**src/rtl/systolic_sram_ctrl.sv**
```systemverilog
// SRAM sequencer for a PE_ROW x PE_ROW weight-stationary systolic tile.
// Define SYSTOLIC_ACCUM_EN to stream the existing output tile back as partial sums.
module systolic_sram_ctrl #(
    parameter int PE_ROW     = 16,
    parameter int ADDR_WIDTH = 7,
    parameter int DRAIN_LAT  = 2*PE_ROW
) (
    input  logic                  clk,
    input  logic                  rst,
    input  logic                  start,
    input  logic                  abort,
    input  logic [ADDR_WIDTH-1:0] wgt_base,
    input  logic [ADDR_WIDTH-1:0] in_base,
    input  logic [ADDR_WIDTH-1:0] out_base,
    input  logic [ADDR_WIDTH-1:0] num_rows,
    input  logic                  acc_mode,
    output logic [ADDR_WIDTH-1:0] raddr_a,
    output logic [ADDR_WIDTH-1:0] raddr_b,
    output logic [ADDR_WIDTH-1:0] waddr,
    output logic                  write,
    output logic                  load_weight,
    output logic                  save,
    output logic                  first_partial,
    output logic [PE_ROW-1:0]     enable,
    output logic                  busy,
    output logic                  done
);

    localparam int LIM_A = (PE_ROW > DRAIN_LAT) ? PE_ROW : DRAIN_LAT;
    localparam int LIM   = (LIM_A > (1 << ADDR_WIDTH)) ? LIM_A : (1 << ADDR_WIDTH);
    localparam int CW    = $clog2(LIM + 1);

    typedef enum logic [2:0] {
        S_IDLE,
        S_LOAD_W,
        S_GAP,
        S_STREAM,
        S_DRAIN,
        S_WRITE,
        S_DONE
    } state_t;

    state_t                state;
    state_t                state_n;
    logic [CW-1:0]         cnt;
    logic [CW-1:0]         lim;
    logic                  last;
    logic [ADDR_WIDTH-1:0] cnt_a;
    logic [ADDR_WIDTH-1:0] wgt_q;
    logic [ADDR_WIDTH-1:0] in_q;
    logic [ADDR_WIDTH-1:0] out_q;
    logic [ADDR_WIDTH-1:0] m_q;
    logic [PE_ROW-1:0]     enable_q;
    logic                  act_cur;
    logic                  act_nxt;
    logic                  accept;

`ifdef SYSTOLIC_ACCUM_EN
    logic                  acc_q;
`else
    logic                  unused_acc;
    assign unused_acc = acc_mode;
`endif

    assign accept = (state == S_IDLE) && start && !abort;
    assign cnt_a  = ADDR_WIDTH'(cnt);
    assign last   = (cnt == lim);

    always_comb begin
        lim = '0;
        unique case (state)
            S_LOAD_W:          lim = CW'(PE_ROW);
            S_DRAIN:           lim = CW'(DRAIN_LAT - 1);
            S_STREAM, S_WRITE: lim = CW'(m_q) - CW'(1);
            default:           lim = '0;
        endcase
    end

    always_comb begin
        state_n = state;
        unique case (state)
            S_IDLE:   if (accept) state_n = (num_rows == '0) ? S_DONE : S_LOAD_W;
            S_LOAD_W: if (last) state_n = S_GAP;
            S_GAP:    state_n = S_STREAM;
            S_STREAM: if (last) state_n = (DRAIN_LAT == 0) ? S_WRITE : S_DRAIN;
            S_DRAIN:  if (last) state_n = S_WRITE;
            S_WRITE:  if (last) state_n = S_DONE;
            S_DONE:   state_n = S_IDLE;
            default:  state_n = S_IDLE;
        endcase
        if (abort) state_n = S_IDLE;
    end

    // The enable wavefront only ripples while the array is computing.
    assign act_cur = (state == S_STREAM) || (state == S_DRAIN) || (state == S_WRITE);
    assign act_nxt = (state_n == S_STREAM) || (state_n == S_DRAIN) || (state_n == S_WRITE);

    always_ff @(posedge clk) begin
        if (rst) begin
            state    <= S_IDLE;
            cnt      <= '0;
            wgt_q    <= '0;
            in_q     <= '0;
            out_q    <= '0;
            m_q      <= '0;
            enable_q <= '0;
`ifdef SYSTOLIC_ACCUM_EN
            acc_q    <= 1'b0;
`endif
        end else begin
            state <= state_n;
            if (state_n != state || state == S_IDLE) cnt <= '0;
            else cnt <= cnt + CW'(1);
            if (accept) begin
                wgt_q <= wgt_base;
                in_q  <= in_base;
                out_q <= out_base;
                m_q   <= num_rows;
`ifdef SYSTOLIC_ACCUM_EN
                acc_q <= acc_mode;
`endif
            end
            if (act_cur && act_nxt) enable_q <= (enable_q << 1) | PE_ROW'(1);
            else enable_q <= '0;
        end
    end

    always_comb begin
        raddr_a       = '0;
        raddr_b       = '0;
        waddr         = '0;
        write         = 1'b0;
        load_weight   = 1'b0;
        save          = 1'b0;
        first_partial = 1'b1;
        done          = 1'b0;
        unique case (state)
            S_LOAD_W: begin
                load_weight = 1'b1;
                save        = last;
                raddr_a     = last ? wgt_q + ADDR_WIDTH'(PE_ROW - 1) : wgt_q + cnt_a;
            end
            S_GAP: raddr_a = wgt_q + ADDR_WIDTH'(PE_ROW - 1);
            S_STREAM: begin
                raddr_a = in_q + cnt_a;
`ifdef SYSTOLIC_ACCUM_EN
                raddr_b       = out_q + cnt_a;
                first_partial = ~acc_q;
`endif
            end
            S_DRAIN: raddr_a = in_q + m_q - ADDR_WIDTH'(1);
            S_WRITE: begin
                raddr_a = in_q + m_q - ADDR_WIDTH'(1);
                write   = 1'b1;
                waddr   = out_q + cnt_a;
            end
            S_DONE:  done = 1'b1;
            default: ;
        endcase
    end

    assign enable = enable_q;
    assign busy   = (state != S_IDLE);

endmodule

```
**config.mk**
```make
export PLATFORM = sky130hd
export DESIGN_NAME = systolic_sram_ctrl
export DESIGN_NICKNAME = d
export VERILOG_FILES = /design/src/rtl/systolic_sram_ctrl.sv
export SDC_FILE = /design/constraint.sdc
export NUM_CORES = 1
export LEC_CHECK = 0
export ABC_CLOCK_PERIOD_IN_PS = 2300
export BUFFER_PORTS_ARGS = -buffer_cell sky130_fd_sc_hd__buf_2
export CAP_MARGIN = 20
export CORE_UTILIZATION = 50
export DETAILED_ROUTE_END_ITERATION = 6
export PLACE_DENSITY = 0.76
export SYNTH_ARGS = -nofsm -noshare
export SYNTH_HDL_FRONTEND = slang
export SYNTH_SLANG_ARGS = --single-unit
```
**constraint.sdc**
```tcl
create_clock -name clk -period 2.3 [get_ports clk]
set_input_delay 0.115 -clock clk [delete_from_list [all_inputs] [get_ports clk]]
set_output_delay 0.115 -clock clk [all_outputs]
set_load 0.05 [all_outputs]
```
==> metrics, run 1 <==
Clk pin slew, worst setup/hold paths=110 ps; pre-CTS WS=-567 ps; CP Max Fanout=4; Num CTS Buffers=5; area share of the largest cell type after synthesis=28.8%; final total power=2.19 mW; FFs w/ async S/R, synth=0%; Min Clock Period, post-route=3100 ps; Non-Filler Instances=701; initial DRC count=267; setup ws final=-802 ps; GRT overflow=0; Placeable Area=7330 um2; IO Count=76; layout cell share with drive strength beyond 1=38.5%; first-pass GRT wire length=18.3 mm; routed len/inst=17.0 um; failing checks=setup timing; Placement Rows=31; synthesis-stage register bit count=55; main flop type after synthesis=dfxtp_1; vias=3963; Routed Antenna Nets=0; Die X=89.5 um; fin area=5370 um2; Routed WL=11.9 mm; Fin. Hold Viols=0; final setup TNS=-14480 ps; worst hold stages=3; IO buf count=66; Critical Path Sink Type=output port; Slew Viols, Final=0; CTS Buffer Depth=2; final estimated routing congestion in global placement=0.947; Ant. Diodes=0; post-synth cell types=57; effective utilization at floorplan=52.2%; worst path required time=2180 ps; Syn Area/Cell=8.05 um2; fin crit share=135%; drt via density=5.65; synth warn=0; total leakage power=2.42 nW; area growth from synthesis to layout=40.5%; CTS HTree Levels=2; area leader, netlist=dfxtp_1; EDFF count, synth=0; die area=8000 um2; DP HPWL=8.08 mm; # Max-Cap Violations=0; clk_lat worst skew=310 ps; Worst slew margin=38.4%; Max Fclk=322 MHz; Worst VDD drop=0.000304 V; CTS tree=done; Final setup viols=36; Hold Path Class=in2reg; register area share after synthesis=28.8%; PD cells=407 nW/um2; Die H=89.5 um; vias in the first global route=3804; Post-Synthesis Cell Area=3820 um2; largest net degree at the start of global routing=31; GR Util All Layers=29.8%; root buffer cell=clkbuf_8; DRT Pass-1 Iters=7; # placed instances=681; clock sinks=55; WS Path Type=reg2out; RSZ-0062 raised after global routing=true; initial antenna violation count=0; Worst-Margin Slew=924 ps; Clock Skew=8.28 ps; Reg2Reg Depth=9; outcome=finished, violations left; Nets=670; Post-Syn Instances=475; CP arrival=2990 ps; Startpoint Class=flop; DP Area=4790 um2; # DRC=0; top cells by area in the synthesized netlist=dfxtp_1, ha_1, a21oi_1
routing by layer:
| metal | share of wire, % | wire length (um) | track usage, % |
|---|---|---|---|
| met1 | 41 | 4940 | 37.9 |
| met2 | 49 | 5800 | 50.7 |
| met3 | 7.1 | 847 | 5.08 |
| met4 | 2.7 | 318 | 10.8 |
| met5 | 0 | 0 | 0 |
layout make-up:
| type | instances | area, um2 |
|---|---|---|
| Fill cell | 499 | 1960 |
| Clock buffer | 5 | 68.8 |
| Multi-Input combinational cell | 360 | 2830 |
| Clock inverter | 3 | 23.8 |
| Inverter | 33 | 124 |
| Tap cell | 99 | 124 |
| Sequential cell | 55 | 1120 |
| Timing Repair Buffer | 146 | 1080 |
worst max-delay path: stages (launching register included):
cell,delay (ps)
dfxtp_2,350
or4_4,510
or3_4,350
a21oi_4,200
xnor2_2,160
nand4_1,220
buf_6,200
or4_4,430
nand3_4,100
buf_8,140
power breakdown:
group	total, mW	internal, mW	switching [mW]
combinational	0.615	0.271	0.344
sequential	0.999	0.974	0.0252
clock	0.573	0.221	0.352
total	2.19	1.47	0.721
state kept, by name, indices dropped and copies added, names as in the netlist:
| register | cells |
|---|---|
| wgt_q | 7 |
| in_q | 7 |
| out_q | 7 |
| cnt | 8 |
| m_q | 7 |
| enable | 16 |
| state | 3 |
cell usage after synthesis, drive strengths merged (5+ instances only):
master and instances:
a21o 10, dfxtp 55, or4 5, ha 32, clkbuf 15, a21oi 57, nor2 26, buf 19
nor3 5, xnor2 29, a31oi 5, xor2 14, nand2 67, inv 32, nor3b 18, and3 7
nand3 8, o21ai 12
what timing repair did:
item,in CTS,in global routing
pin swaps,40,27
hold buffers,0,0
gates cloned,1,0
buffers inserted,8,5
resized for setup,81,20
endpoints found under the setup margin,38,38
per-stage QoR:
step | hold slack (ps) | util [%]
after global placement | 355 | 65.3
final | 25.4 | 73.3
after global routing | 33.6 | 73.3
after CTS | 20.0 | 71.8
after floorplan | 243 | -
after detailed placement | 363 | 65.3
path summary, 6_finish.rpt:
check,start,slack [ps],to
max,m_q[3],-800,raddr_a[4]
min,out_base[2],30,out_q[2]
max reg2reg,m_q[0],-400,enable[11]
min reg2reg,out_q[4],470,out_q[4]
cells by family after synthesis:
group	share of synthesized area, %
simple gates	22.3
compound gates	17.7
buf+inv	8.25
flops	28.8
xor+xnor	9.85
fa+ha+maj	12.6
other cells	0.196
mux	0.262
cells in the final DEF (no fill, tap or decap), types with 4 or more instances in the layout:
cell type	count
buf_2	55
dfxtp_4	4
and3_1	5
o21ai_0	8
a31oi_1	4
xnor2_2	4
dfxtp_1	48
ha_1	28
a21oi_4	4
xor2_1	13
buf_6	19
nor2b_1	4
nand3_1	4
nor2_1	22
conb_1	8
nand3_4	4
a21o_1	10
buf_8	4
or4_4	4
nor3b_2	17
nor3_1	4
a21oi_1	50
nand2_1	67
clkbuf_8	5
inv_1	31
buf_4	66
xnor2_1	25
Note: power is estimated with default switching activity, not from simulation.
==> inputs of run 2 (changes only) <==
- GPL_TIMING_DRIVEN: default -> 0
==> run 2 against run 1 <==
Effect of this change: critical path depth did not move; the run still ends with setup timing left; clock power down 1%; sequential share of layout area increased by 1.2 points; sequential cell count stayed put; combinational power is 8.1% lower; cell count is 3.7% lower.
==> metrics, run 2 (synthesized netlist as in run 1, its figures left out) <==
Hold Path Class=in2reg; Critical Path Sink Type=output port; Worst slew margin=51.6%; Levels on crit path=9; Routed WL=11.0 mm; Final setup viols=36; final setup TNS=-12960 ps; Clock Skew=14.6 ps; CTS Buffer Depth=2; worst path required time=2180 ps; max reg flops=16; WS Path Type=reg2out; critical path, cell by cell=or4_4, or3_4, a21oi_4, xnor2_2, nand4_1, buf_4, or4_4, nand3_4, buf_8; critical path's most frequent cell=or4_4; Nets=644; commonest non-fill, non-tap cell in the layout=nand2_1; Die X=89.5 um; final estimated routing congestion in global placement=0.903; Ant. Diodes=0; Non-Filler Instances=675; DRT Pass-1 Iters=5; Num CTS Buffers=5; drt via density=5.62; Reg2Reg Depth=10; CP max-delay cell=or4_4; largest net degree at the start of global routing=17; worst hold stages=3; area growth from synthesis to layout=34.0%; commonest non-fill, non-tap cells in the layout=nand2_1, buf_2, a21oi_1, dfxtp_1, inv_1; # DRC=0; failing checks=setup timing; final-layout fill cell count=576; vias=3796; clock sinks=55; Worst VDD drop=0.000317 V; setup ws final=-772 ps; hold buffers post-CTS=0; PD cells=417 nW/um2; IO Count=76; GR Util All Layers=27.6%; Placement Rows=31; CP Max Fanout=4; initial antenna violation count=0; effective utilization at floorplan=52.2%; Clk pin slew, worst setup/hold paths=100 ps; total leakage power=2.28 nW; Min Clock Period, post-route=3070 ps; outcome=finished, violations left; Die H=89.5 um; vias in the first global route=3508; Startpoint Class=flop; initial DRC count=172; clk_lat worst skew=310 ps; # placed instances=646; CTS HTree Levels=2; layout cell share with drive strength beyond 1=34.7%; Worst-Margin Slew=726 ps; Fin. Hold Viols=0; root buffer cell=clkbuf_8; IO buf count=66; die area=8000 um2; Top Family by Delay on Critical Path=simple AND/OR/NAND/NOR gates; fin crit share=134%; CP max stage delay=560 ps; GRT overflow=0; Buf+Inv Stages, Crit Path=2; routed len/inst=16.3 um; first-pass GRT wire length=16.7 mm; DP HPWL=7.63 mm; Max Fclk=326 MHz; Slew Viols, Final=0; Placeable Area=7330 um2; CP arrival=2960 ps; RSZ-0062 raised after global routing=true; CTS tree=done; # Max-Cap Violations=0; Routed Antenna Nets=0
[run 2: what timing repair did]
action	in CTS	in global routing
buffers inserted	17	10
gates cloned	2	0
resized for setup	85	52
endpoints found under the setup margin	54	70
endpoints found under the hold margin	0	0
pin swaps	24	23
[run 2: final timing paths]
kind / startpoint / slack (ps) / end
setup / recovery: m_q[2] / -770 / raddr_a[4]
hold / removal: wgt_base[1] / 30 / wgt_q[1]
setup reg to reg: m_q[2] / -390 / cnt[1]
hold reg to reg: out_q[2] / 470 / out_q[2]
[run 2: cell type report]
cell class	instances	area (um2)	share of cell area, %
buffer	30	201	3.93
clock buffer	7	86.3	1.68
clock inverter	1	8.76	0.171
inverter	33	125	2.44
multi-input combinational	359	2800	54.6
sequential	55	1130	22.1
tap	99	124	2.42
timing repair buffer	91	653	12.7
[run 2: report_power, final]
group	leakage [nW]	total, mW	internal [mW]	switching (mW)
sequential	0.453	1.01	0.974	0.0347
combinational	1.78	0.565	0.246	0.319
clock	0.0484	0.565	0.248	0.317
total	2.28	2.14	1.47	0.671
[run 2: per-stage QoR]
| step | hold WS, ps | worst slack, ps | total power, mW | util [%] | cell area (um2) |
|---|---|---|---|---|---|
| CTS | 21.9 | -768 | 2.11 | 68.2 | 5000 |
| global route | 21.3 | -890 | 2.24 | 69.9 | 5120 |
| finish | 25.6 | -772 | 2.14 | 69.9 | 5120 |
| floorplan | 243 | -304 | 1.39 | - | 3990 |
| detailed placement | 364 | -1140 | 1.50 | 60.6 | 4440 |
| global placement | 356 | -1080 | 1.49 | 60.6 | 4440 |
[run 2: worst register-to-register path: stages (launching register included)]
cell     delay (ps)
dfxtp_4         370
or4_4           560
or3_4           360
a21oi_4         180
xnor2_2         140
nand4_1         160
buf_4           200
buf_6           130
buf_6           110
o21ai_4         280
nor2_1           70
[run 2: layer usage]
metal,track usage (%),share of wire [%],vias up
li1,-,-,1818
met1,35.2,43,1796
met2,47.0,49,153
met3,3.79,5.3,29
met4,11.5,2.6,0
met5,0,0,-
